[src/rtl/gb_stream_src.sv]
// -----------------------------------------------------------------------------
// gb_stream_src
//
// Test-pattern frame source with an AXI4-Stream master output. A single-cycle
// start (honoured only while idle) latches the frame geometry, pattern mode
// and seed. The block then emits img_w*img_h pixels in raster order at up to
// one beat per cycle and pulses done for one cycle at frame end. A frame with
// a zero dimension emits no beats and goes straight to the done cycle.
//
// Parameters
//   LAST_PER_LINE : 1 = TLAST on every row end, 0 = TLAST on final pixel only
//   DIM_W         : width of img_w / img_h and of the x/y coordinates
//
// Ports
//   ap_clk        : clock, all state on rising edge
//   ap_rst_n      : asynchronous active-low reset
//   start         : frame request pulse (ignored unless idle)
//   img_w, img_h  : frame width / height, sampled on accepted start
//   mode          : 0 = x+y, 1 = seed, 2 = LFSR, 3 = x^y
//   seed          : pattern constant / LFSR seed, sampled on accepted start
//   arg_1_TDATA   : stream pixel data
//   arg_1_TVALID  : stream valid
//   arg_1_TLAST   : stream last
//   arg_1_TREADY  : stream ready from the sink
//   busy          : high while a frame is in progress (SEND or FIN)
//   done          : one-cycle pulse at frame end
//   pix_cnt       : handshaken beats in the current / last frame (saturating)
// -----------------------------------------------------------------------------
module gb_stream_src #(
    parameter int LAST_PER_LINE = 0,
    parameter int DIM_W         = 10
) (
    input  logic             ap_clk,
    input  logic             ap_rst_n,
    input  logic             start,
    input  logic [DIM_W-1:0] img_w,
    input  logic [DIM_W-1:0] img_h,
    input  logic [1:0]       mode,
    input  logic [7:0]       seed,
    output logic [7:0]       arg_1_TDATA,
    output logic             arg_1_TVALID,
    output logic             arg_1_TLAST,
    input  logic             arg_1_TREADY,
    output logic             busy,
    output logic             done,
    output logic [18:0]      pix_cnt
);

    typedef enum logic [1:0] {
        ST_IDLE = 2'd0,
        ST_SEND = 2'd1,
        ST_FIN  = 2'd2
    } state_t;

    state_t           state_q, state_d;
    logic [DIM_W-1:0] w_q, w_d;
    logic [DIM_W-1:0] h_q, h_d;
    logic [1:0]       mode_q, mode_d;
    logic [7:0]       seed_q, seed_d;
    logic [DIM_W-1:0] x_q, x_d;
    logic [DIM_W-1:0] y_q, y_d;
    logic [7:0]       lfsr_q, lfsr_d;
    logic [18:0]      cnt_q, cnt_d;

    logic             hs;
    logic             x_last;
    logic             y_last;
    logic [7:0]       pix;

    // Beat counter saturates instead of wrapping.
    function automatic logic [18:0] sat_inc(input logic [18:0] v);
        return (v == '1) ? v : v + 19'd1;
    endfunction

    // Fibonacci LFSR x^8+x^6+x^5+x^4+1, shift left, feedback into bit 0.
    function automatic logic [7:0] lfsr_step(input logic [7:0] v);
        return {v[6:0], v[7] ^ v[5] ^ v[4] ^ v[3]};
    endfunction

    // w_q/h_q are never zero while in SEND, so the -1 cannot underflow there.
    assign x_last = (x_q == w_q - DIM_W'(1));
    assign y_last = (y_q == h_q - DIM_W'(1));

    // TVALID comes purely from state, never from TREADY; everything the beat
    // carries is registered and only moves on a handshake, so it stays stable
    // through stalls.
    assign arg_1_TVALID = (state_q == ST_SEND);
    assign hs           = arg_1_TVALID && arg_1_TREADY;

    always_comb begin
        pix = 8'h00;
        case (mode_q)
            2'd0:    pix = 8'(x_q) + 8'(y_q);
            2'd1:    pix = seed_q;
            2'd2:    pix = lfsr_q;
            default: pix = 8'(x_q) ^ 8'(y_q);
        endcase
    end

    // Data is forced to zero outside SEND so reset and idle show a clean bus.
    assign arg_1_TDATA = arg_1_TVALID ? pix : 8'h00;
    assign arg_1_TLAST = arg_1_TVALID && x_last && (y_last || (LAST_PER_LINE != 0));
    assign busy        = (state_q != ST_IDLE);
    assign done        = (state_q == ST_FIN);
    assign pix_cnt     = cnt_q;

    always_comb begin
        state_d = state_q;
        w_d     = w_q;
        h_d     = h_q;
        mode_d  = mode_q;
        seed_d  = seed_q;
        x_d     = x_q;
        y_d     = y_q;
        lfsr_d  = lfsr_q;
        cnt_d   = cnt_q;
        case (state_q)
            ST_IDLE: begin
                if (start) begin
                    w_d    = img_w;
                    h_d    = img_h;
                    mode_d = mode;
                    seed_d = seed;
                    x_d    = '0;
                    y_d    = '0;
                    cnt_d  = '0;
                    // An all-zero LFSR would lock up; substitute 1.
                    lfsr_d = (seed == 8'h00) ? 8'h01 : seed;
                    if (img_w == '0 || img_h == '0) begin
                        state_d = ST_FIN;
                    end else begin
                        state_d = ST_SEND;
                    end
                end
            end
            ST_SEND: begin
                if (hs) begin
                    cnt_d  = sat_inc(cnt_q);
                    lfsr_d = lfsr_step(lfsr_q);
                    if (x_last) begin
                        x_d = '0;
                        if (y_last) begin
                            y_d     = '0;
                            state_d = ST_FIN;
                        end else begin
                            y_d = y_q + DIM_W'(1);
                        end
                    end else begin
                        x_d = x_q + DIM_W'(1);
                    end
                end
            end
            ST_FIN: begin
                state_d = ST_IDLE;
            end
            default: begin
                state_d = ST_IDLE;
            end
        endcase
    end

    // Control and coordinate state: asynchronously reset.
    always_ff @(posedge ap_clk or negedge ap_rst_n) begin
        if (!ap_rst_n) begin
            state_q <= ST_IDLE;
            x_q     <= '0;
            y_q     <= '0;
            lfsr_q  <= 8'h01;
            cnt_q   <= '0;
        end else begin
            state_q <= state_d;
            x_q     <= x_d;
            y_q     <= y_d;
            lfsr_q  <= lfsr_d;
            cnt_q   <= cnt_d;
        end
    end

    // Frame parameters: only read while in SEND, always loaded before use.
    always_ff @(posedge ap_clk) begin
        w_q    <= w_d;
        h_q    <= h_d;
        mode_q <= mode_d;
        seed_q <= seed_d;
    end

endmodule

[config.mk]
export PLATFORM = sky130hd
export DESIGN_NAME = gb_stream_src
export DESIGN_NICKNAME = d
export VERILOG_FILES = /design/src/rtl/gb_stream_src.sv
export SDC_FILE = /design/constraint.sdc
export NUM_CORES = 1
export LEC_CHECK = 0
export BUFFER_PORTS_ARGS = -buffer_cell sky130_fd_sc_hd__buf_2
export CORE_MARGIN = 2
export CORE_UTILIZATION = 55
export DETAILED_ROUTE_END_ITERATION = 7
export HOLD_SLACK_MARGIN = 0.08
export PLACE_DENSITY_LB_ADDON = 0.3
export SYNTH_ARGS = -nofsm -noshare
export SYNTH_HDL_FRONTEND = slang
export SYNTH_SLANG_ARGS = --single-unit
[constraint.sdc]
create_clock -name ap_clk -period 7.9 [get_ports ap_clk]
set_clock_uncertainty 0.05 [all_clocks]
set_input_delay 0.79 -clock ap_clk [delete_from_list [all_inputs] [get_ports ap_clk]]
set_output_delay 0.79 -clock ap_clk [all_outputs]
set_load 0.01 [all_outputs]
==> flow_metrics.py, run 1 <==
metrics = {
    "worst_setup_path": {
        "cpLargestDelayFamily": "simple AND/OR/NAND/NOR gates",
        "path_cells": "inv_1 > ha_1 > or4b_4 > nor4b_2 > a31oi_1 > a31oi_4 > o21ai_2 > nor3_1 > buf_2",
        "cp.required_ns": 7.06,
        "critical_path.max_stage_delay_ns": 0.52,
        "cp_max_fo": 14,
        "critPathSlowestCell": "or4b_4",
        "critPathLaunchType": "flip-flop",
        "critical_path_buf_inv_count": 2,
        "crit_type": "flip-flop to output port",
        "critPathArrivalTime_ns": 3.03,
        "endpoint_kind": "output port",
    },
    "layout": {
        "synthToLayoutAreaGrowth_pct": 12.60,
        "final_cell_area_um2": 5400,
        "final_common_cell": "buf_2",
        "final_nets": 618,
        "final_cell_mix": "64 x buf_2, 54 x nor2_1, 48 x dfrtp_1, 43 x nand2_1, 33 x xnor2_1",
        "n_antenna_cell": 0,
        "drive_gt1_share_pct": 17.01,
    },
    "die": {
        "core_area_um2": 8593,
        "io_pins": 65,
        "die_w_um": 97.38,
        "start_util_pct": 55.81,
        "die_area_um2": 9483,
        "die_h_um": 97.38,
        "rows": 34,
    },
    "yosys": {
        "seq_area_frac_synth_pct": 44.38,
        "syn_nets": 557,
        "ys_ff_latch": 79,
        "synth_edf_count": 30,
        "netlist_area_um2": 4796,
        "ys_types": 61,
        "ys_warn_count": 0,
        "syn_avg_cell_area_um2": 9.404,
        "ys.flop_type": "dfrtp_1",
        "synthCells": 510,
        "synthArstFlopShare_pct": 62.03,
    },
    "clock_tree": {
        "tritoncts": "done",
        "path_clk_slew_ns": 0.08,
        "clockBufferDepth": 2,
        "cts.sink_count": 79,
        "clock_latency_ns": 0.35,
        "cts_setup_buffers": 0,
        "htreeDepth": 3,
        "cts_buffers": 9,
        "clock-root-buffer": "clkbuf_8",
        "cts_resized": 0,
        "ctsHoldBuffers": 0,
    },
    "place": {
        "globalplace.congestion": 0.9305,
        "io_buffers": 64,
        "dp_hpwl_mm": 8.042,
        "placed_area_um2": 5207,
    },
    "sta": {
        "slew_violations": 0,
        "max_slew_margin_pct": 30.04,
        "hold_violations": 0,
        "rsz0062_at_grt": "no",
        "setup_viol": 0,
        "max_freq_mhz": 258.5,
        "layout_min_cycle_time_ns": 3.869,
        "timing.final.crit_share_pct": 48.97,
        "worstMarginPinSlew_ns": 1.049,
        "finalSetupTns_ns": 0,
    },
    "routing": {
        "initialDrtViolationCount": 252,
        "vias_per_cell": 5.923,
        "vias": 4051,
        "drc": 0,
        "ant_nets": 0,
        "first_pass_iters": 5,
        "wl_mm": 11.00,
        "wl_per_cell_um": 16.08,
    },
    "worst_hold_path": {
        "hold_class": "flip-flop to flip-flop",
    },
    "global_routing": {
        "antenna_found_initial": 0,
        "grt_pass1_vias": 3992,
        "grt_overflow": 0,
        "grt_usage_pct": 24.14,
        "grt_start_max_net_pins": 50,
        "grt_pass1_wl_mm": 18.84,
    },
    "job": {
        "drv_cap": 0,
    },
    "run_status": {
        "outcome": "completed",
    },
    "power": {
        "peakVddDrop_uv": 215.6,
        "p_per_area_nw_per_um2": 277.6,
        "leakagePower_nw": 2.263,
    },
}
-- per-layer routing --
layer	GRT usage [%]	part of all wire, %
met1	33.65	45
met2	39.63	49
met3	4.173	4.6
met4	5.983	0.79
met5	0	0
-- logic make-up after synthesis --
kind of cell | after synthesis | synth area share, %
buffers and inverters | 39 | 3.131
AOI/OAI and AO/OA | 105 | 14.98
adders and majority gates | 13 | 3.548
muxes | 7 | 1.983
xor gates and xnor gates | 48 | 8.766
and+or+nand+nor | 219 | 23.22
DFF | 79 | 44.38
-- path summary, 6_finish.rpt --
check	depth (start not counted)	endpoint	slack, ns	from
setup / recovery	9	arg_1_TLAST	4.03	w_q[0]
hold / removal	2	lfsr_q[0]	0.45	lfsr_q[0]
setup reg to reg	8	x_q[6]	4.77	w_q[0]
hold reg to reg	2	lfsr_q[0]	0.45	lfsr_q[0]
max in group asynchronous	2	y_q[8]	6.86	ap_rst_n
min in group asynchronous	2	lfsr_q[6]	0.49	ap_rst_n
-- area by class of cell --
| cell class | count | area (µm²) |
|---|---|---|
| Fill cell | 749 | 3193 |
| Multi-Input combinational cell | 392 | 2519 |
| Sequential cell | 79 | 2128 |
| Timing Repair Buffer | 67 | 342.8 |
| Clock buffer | 10 | 148.9 |
| Tap cell | 108 | 135.1 |
| Inverter | 22 | 82.58 |
| Clock inverter | 6 | 43.79 |
-- sequential cells by signal (all words and copies together), names as in the netlist --
signal	cells
y_q	10
mode_q	2
w_q	10
h_q	10
pix_cnt	19
seed_q	8
state_q	2
lfsr_q	8
x_q	10
-- through the flow --
| step | hold WS (ns) | utilization, % | instances | setup WS, ns | total power, mW |
|---|---|---|---|---|---|
| after floorplan | 0.4083 | - | 510 | 4.681 | 1.037 |
| after global placement | 0.4236 | 60.60 | 668 | 4.528 | 1.200 |
| final | 0.4473 | 62.84 | 684 | 4.031 | 1.499 |
| after global routing | 0.4631 | 62.84 | 684 | 3.842 | 1.611 |
| after detailed placement | 0.4344 | 60.60 | 668 | 4.443 | 1.219 |
| after CTS | 0.4486 | 62.84 | 684 | 4.062 | 1.506 |
-- Yosys cell counts, types with 2 or more instances --
library cell | instances | area (µm²)
inv_1 | 21 | 78.83
o21ai_0 | 13 | 65.06
a211oi_1 | 6 | 45.04
nand3b_1 | 4 | 30.03
a21o_1 | 5 | 37.54
o211ai_1 | 8 | 60.06
ha_1 | 12 | 150.1
a21oi_1 | 18 | 90.09
mux4_2 | 2 | 45.04
o221ai_1 | 2 | 17.52
mux2i_1 | 5 | 50.05
nor4b_2 | 2 | 30.03
dfrtp_1 | 48 | 1201
nor4_1 | 7 | 43.79
nand4_1 | 12 | 75.07
o22ai_1 | 3 | 18.77
a31oi_1 | 17 | 106.4
o21bai_1 | 4 | 30.03
nor2b_1 | 5 | 31.28
a221oi_1 | 2 | 17.52
nand2_1 | 43 | 161.4
nand3_1 | 27 | 135.1
and3_1 | 12 | 75.07
xor2_1 | 15 | 131.4
nor3_1 | 22 | 110.1
clkbuf_1 | 13 | 48.80
o21a_1 | 2 | 15.01
nand2b_1 | 7 | 43.79
or4_1 | 3 | 22.52
nor2_1 | 54 | 202.7
and4_1 | 4 | 35.03
xnor2_1 | 33 | 289.0
and2_1 | 4 | 25.02
o31ai_1 | 7 | 52.55
or3_1 | 5 | 31.28
o21ai_1 | 4 | 20.02
or2_2 | 4 | 25.02
buf_2 | 3 | 15.01
edfxtp_1 | 30 | 900.9
-- power breakdown --
part           total (mW)  leakage (nW)  internal (mW)  switching, mW
clock network       0.286        0.0974          0.134          0.152
logic               0.578          1.25          0.233          0.345
registers           0.635         0.914          0.515          0.120
-- worst reg2reg max path, stage by stage (launching register included) --
cell      delay, ns
edfxtp_1       0.47
inv_1          0.10
ha_1           0.27
or4b_4         0.52
a31oi_1        0.29
a31oi_4        0.14
o21ai_2        0.55
nand3_1        0.32
o311ai_1       0.33
(Power assumes the default switching activity.)
==> run 2, diff against run 1 <==
==> constraint.sdc (replaced) <==
create_clock -name ap_clk -period 4 [get_ports ap_clk]
set_clock_uncertainty 0.05 [all_clocks]
set_input_delay 0.4 -clock ap_clk [delete_from_list [all_inputs] [get_ports ap_clk]]
set_output_delay 0.4 -clock ap_clk [all_outputs]
set_load 0.01 [all_outputs]
==> run 2 against run 1 <==
Compared with the run above: clock power grew to 2.7 times the previous value; utilization up 0.73 points; setup slack worse by 3.6 ns; sequential power rose by 100%; highest routed layer unchanged; critical endpoint unchanged; die area unchanged; largest cell class unchanged.
==> flow_metrics.py, run 2 (synthesis results as in run 1) <==
metrics = {
    "layout": {
        "multiInputGateArea_um2": 2519,
        "n_antenna_cell": 0,
        "final_cell_area_um2": 5463,
        "final_nets": 618,
        "final_cell_mix": "64 x buf_2, 54 x nor2_1, 48 x dfrtp_1, 43 x nand2_1, 33 x xnor2_1",
        "register_area_um2": 2128,
        "fillerInstances": 713,
        "utilization_pct": 63.57,
        "largest_reg_flops": 19,
        "final_common_cell": "buf_2",
        "drive_gt1_share_pct": 16.49,
        "synthToLayoutAreaGrowth_pct": 13.91,
    },
    "run_status": {
        "outcome": "completed",
    },
    "global_routing": {
        "grt_pass1_vias": 3975,
        "antenna_found_initial": 0,
        "grt_usage_pct": 25.11,
        "grt_pass1_wl_mm": 19.35,
        "grt_start_max_net_pins": 50,
        "grt_overflow": 0,
    },
    "power": {
        "leakagePower_nw": 2.290,
        "peakVddDrop_uv": 389.8,
        "total_power_mw": 3.206,
        "p_per_area_nw_per_um2": 586.8,
    },
    "worst_setup_path": {
        "endpoint_kind": "output port",
        "r2r-end": "x_q[6]",
        "reg2reg_depth": 9,
        "r2r-start": "w_q[0]",
        "critPathLaunchType": "flip-flop",
        "cp_max_fo": 14,
        "rrSetupSlack_ns": 0.74,
        "crit_type": "flip-flop to output port",
        "critPathArrivalTime_ns": 3.11,
        "cp.required_ns": 3.55,
    },
    "place": {
        "dp_hpwl_mm": 8.103,
        "io_buffers": 64,
        "placed_area_um2": 5207,
        "globalplace.congestion": 0.8732,
    },
    "die": {
        "die_h_um": 97.38,
        "core_area_um2": 8593,
        "io_pins": 65,
        "rows": 34,
        "start_util_pct": 55.81,
        "die_area_um2": 9483,
        "die_w_um": 97.38,
    },
    "sta": {
        "finalSetupTns_ns": 0,
        "rsz0062_at_grt": "no",
        "slew_violations": 0,
        "hold_violations": 0,
        "layout_min_cycle_time_ns": 3.564,
        "max_freq_mhz": 280.6,
        "hold_ws_ns": 0.08945,
        "max_slew_margin_pct": 28.92,
        "setup_viol": 0,
        "worstMarginPinSlew_ns": 1.066,
        "timing.final.crit_share_pct": 89.11,
    },
    "routing": {
        "initialDrtViolationCount": 319,
        "vias": 4266,
        "ant_nets": 0,
        "vias_per_cell": 6.237,
        "wl_per_cell_um": 17.19,
        "first_pass_iters": 5,
        "wl_mm": 11.76,
        "drc": 0,
    },
    "worst_hold_path": {
        "hold_class": "input port to async pin",
    },
    "clock_tree": {
        "cts_buffers": 9,
        "cts_setup_buffers": 0,
        "clock-root-buffer": "clkbuf_8",
        "tritoncts": "done",
        "clockBufferDepth": 2,
        "path_clk_slew_ns": 0.08,
        "cts_resized": 0,
        "ctsHoldBuffers": 0,
        "cts.sink_count": 79,
        "clock_latency_ns": 0.36,
        "htreeDepth": 3,
    },
    "job": {
        "drv_cap": 0,
    },
}
## run 2: changes by cell type in the layout (fill, tap and decap cells not counted), sizes merged
cell	delta
clkinv	-5
clkbuf	+2
bufinv	+4
clkinvlp	-1
## run 2: area by class of cell
class                      count  share of cell area (%)
clock buffer                  12                   2.474
clock inverter                 4                   2.199
inverter                      22                   1.512
multi-input combinational    392                   46.11
sequential                    79                   38.96
tap                          108                   2.474
timing repair buffer          67                   6.276
## run 2: worst max-delay path by stage
stage           start           to  depth (start not counted)
2_1_floorplan  w_q[0]  arg_1_TLAST                          9
3_3_place_gp   w_q[0]  arg_1_TLAST                          9
3_5_place_dp   w_q[0]  arg_1_TLAST                          9
4_1_cts        w_q[0]  arg_1_TLAST                          9
5_1_grt        w_q[0]  arg_1_TLAST                          9
6_report       w_q[0]  arg_1_TLAST                          9
## run 2: critical path: stages, from the launching register on
cell and delay, ns:
edfxtp_1 0.47, inv_1 0.09, ha_1 0.29, or4b_4 0.54, nor4b_2 0.28, a31oi_1 0.11, a31oi_4 0.26, o21ai_2 0.23
nor3_1 0.30, buf_2 0.18
## run 2: power by group
group / leakage (nW) / total [mW] / internal, mW / switching (mW)
logic: 1.25 / 1.16 / 0.460 / 0.702
clock network: 0.125 / 0.778 / 0.479 / 0.299
registers: 0.914 / 1.27 / 1.02 / 0.248
## run 2: through the flow
stage / setup slack, ns / cells
2_1_floorplan: 1.171 / 510
3_3_place_gp: 1.008 / 668
3_5_place_dp: 0.8866 / 668
4_1_cts: 0.4773 / 684
5_1_grt: 0.2968 / 684
6_report: 0.4356 / 684
## run 2: metal layers
| layer | vias to the layer above | routed length, µm | track usage [%] |
|---|---|---|---|
| met5 | - | 0 | 0 |
| met4 | 0 | 242 | 7.372 |
| met3 | 22 | 629 | 4.892 |
| met2 | 166 | 5754 | 40.27 |
| met1 | 2085 | 5134 | 34.97 |
| li1 | 1993 | - | - |
==> run 3, diff against run 2 <==
--- a/config.mk
+++ b/config.mk
@@ -5,12 +5,13 @@
 export SDC_FILE = /design/constraint.sdc
 export NUM_CORES = 1
 export LEC_CHECK = 0
+export ABC_CLOCK_PERIOD_IN_PS = 4000
 export BUFFER_PORTS_ARGS = -buffer_cell sky130_fd_sc_hd__buf_2
 export CORE_MARGIN = 2
 export CORE_UTILIZATION = 55
 export DETAILED_ROUTE_END_ITERATION = 7
 export HOLD_SLACK_MARGIN = 0.08
-export PLACE_DENSITY_LB_ADDON = 0.3
+export PLACE_DENSITY_LB_ADDON = 0.1
 export SYNTH_ARGS = -nofsm -noshare
 export SYNTH_HDL_FRONTEND = slang
 export SYNTH_SLANG_ARGS = --single-unit
==> run 3 against run 2 <==
Compared with the run above: register-to-register slack improved by 0.19 ns; flip-flop and latch count unchanged; count of clock-buffer cells in the layout decreased by 3; non-clock buffer count increased by 1; clock power decreased by 22%; power decreased by 5.8%; global-route usage decreased by 0.46 points; routed wire length decreased by 2.5%; cell area decreased by 0.92%; fmax increased by 4.9%; via count decreased by 3.1%; critical path type unchanged; critical endpoint unchanged; largest power group unchanged.
==> flow_metrics.py, run 3 (synthesis results as in run 1) <==
metrics = {
    "worst_setup_path": {
        "critPathArrivalTime_ns": 2.95,
        "reg2reg_depth": 8,
        "crit_type": "flip-flop to output port",
        "r2r-start": "w_q[0]",
        "endpoint_kind": "output port",
        "cp.required_ns": 3.55,
        "rrSetupSlack_ns": 0.93,
        "cp_max_fo": 14,
        "critPathLaunchType": "flip-flop",
        "r2r-end": "x_q[6]",
    },
    "place": {
        "globalplace.congestion": 0.8697,
        "dp_hpwl_mm": 8.252,
        "io_buffers": 64,
    },
    "clock_tree": {
        "clock-root-buffer": "clkbuf_8",
        "cts_setup_buffers": 0,
        "ctsHoldBuffers": 1,
        "path_clk_slew_ns": 0.09,
        "clock_latency_ns": 0.35,
        "cts_resized": 0,
        "tritoncts": "done",
        "clockBufferDepth": 2,
        "cts.sink_count": 79,
        "htreeDepth": 3,
        "cts_buffers": 9,
    },
    "sta": {
        "hold_ws_ns": 0.1650,
        "layout_min_cycle_time_ns": 3.399,
        "setup_viol": 0,
        "finalSetupTns_ns": 0,
        "max_slew_margin_pct": 29.62,
        "max_freq_mhz": 294.2,
        "rsz0062_at_grt": "no",
        "hold_violations": 0,
        "slew_violations": 0,
        "timing.final.crit_share_pct": 84.96,
        "worstMarginPinSlew_ns": 1.056,
    },
    "routing": {
        "wl_mm": 11.47,
        "vias_per_cell": 6.032,
        "drt-met1-wl_mm": 5.249,
        "wl_per_cell_um": 16.74,
        "vias": 4132,
        "wl_met3_um": 427,
        "first_pass_iters": 6,
        "initialDrtViolationCount": 228,
        "ant_nets": 0,
        "top_layer": "met4",
        "drc": 0,
        "routed-wl-met2_mm": 5.628,
    },
    "die": {
        "rows": 34,
        "die_h_um": 97.38,
        "io_pins": 65,
        "die_w_um": 97.38,
        "core_area_um2": 8593,
        "die_area_um2": 9483,
        "start_util_pct": 55.81,
    },
    "layout": {
        "drive_gt1_share_pct": 16.98,
        "synthToLayoutAreaGrowth_pct": 12.86,
        "final_common_cell": "buf_2",
        "final_nets": 619,
        "n_antenna_cell": 0,
        "final_cell_mix": "64 x buf_2, 54 x nor2_1, 48 x dfrtp_1, 43 x nand2_1, 33 x xnor2_1",
        "largest_reg_flops": 19,
    },
    "run_status": {
        "outcome": "completed",
    },
    "worst_hold_path": {
        "min_path_cells": 1,
        "hold_class": "input port to flip-flop",
        "hold_end": "mode_q[1]",
        "hp-start": "mode[1]",
    },
    "global_routing": {
        "grt_start_max_net_pins": 49,
        "grt_pass1_wl_mm": 19.10,
        "antenna_found_initial": 0,
        "grt_usage_pct": 24.65,
        "grt_pass1_vias": 3870,
        "grt_overflow": 0,
    },
    "power": {
        "clkPwrFrac_pct": 20.0,
        "combinationalPowerShare_pct": 38.1,
        "p_int_mw": 1.768,
        "p_per_area_nw_per_um2": 558.1,
        "seq_power_share_pct": 41.9,
        "leakagePower_nw": 2.273,
        "p_sw_mw": 1.252,
        "total_power_mw": 3.021,
        "peakVddDrop_uv": 378.2,
        "switching_share_pct": 41.46,
    },
    "job": {
        "drv_cap": 0,
    },
}
[run 3: cell count changes in the layout (fill, tap and decap cells not counted), sizes merged]
cell and change:
inv +1, clkinv +5, clkbuf -3, bufinv -3, dlygate4sd3 +1
[run 3: through the flow]
step           util, %  cell area (µm²)  std cells  setup WS [ns]
2_1_floorplan        -             4796        510          1.171
3_3_place_gp     60.60             5207        668          1.060
3_5_place_dp     60.60             5207        668         0.9462
4_1_cts          62.99             5413        685         0.5808
5_1_grt          62.99             5413        685         0.3763
6_report         62.99             5413        685         0.6015
[run 3: layout make-up]
type                            count  area [µm²]
Fill cell                         745        3181
Timing Repair Buffer               68       352.8
Sequential cell                    79        2128
Multi-Input combinational cell    392        2519
Clock inverter                      7       71.32
Clock buffer                        9       123.9
Inverter                           22       82.58
Tap cell                          108       135.1
[run 3: worst max-delay path, stage by stage, from the launching register on]
cell and delay (ns):
edfxtp_1 0.46, inv_1 0.09, ha_1 0.27, or4b_4 0.53
nor4b_2 0.26, a31oi_1 0.10, a31oi_4 0.26, o21ai_2 0.22
nor3_1 0.23, buf_2 0.17
[run 3: layer usage]
layer | vias up | global-route usage [%]
met5 | - | 0
met4 | 0 | 7.906
met3 | 15 | 2.950
met2 | 104 | 40.00
met1 | 2019 | 34.86
li1 | 1994 | -
[run 3: worst max path at each step]
stage	endpoint	from	slack (ns)	cells after the start
final	arg_1_TLAST	w_q[0]	0.60	9
after global routing	arg_1_TLAST	w_q[0]	0.38	8
after CTS	arg_1_TLAST	w_q[0]	0.58	9
after detailed placement	x_q[6]	w_q[0]	0.95	8
after global placement	arg_1_TLAST	w_q[0]	1.06	9
after floorplan	arg_1_TLAST	w_q[0]	1.17	9
[run 3: power by group through the flow]
| stage | Clock, mW | Combinational (mW) | Sequential [mW] |
|---|---|---|---|
| finish | 0.605 | 1.15 | 1.26 |
| global route | 0.646 | 1.29 | 1.29 |
| CTS | 0.612 | 1.16 | 1.26 |
| detailed placement | 0 | 1.15 | 1.28 |
| global placement | 0 | 1.11 | 1.27 |
| floorplan | 0 | 0.882 | 1.17 |
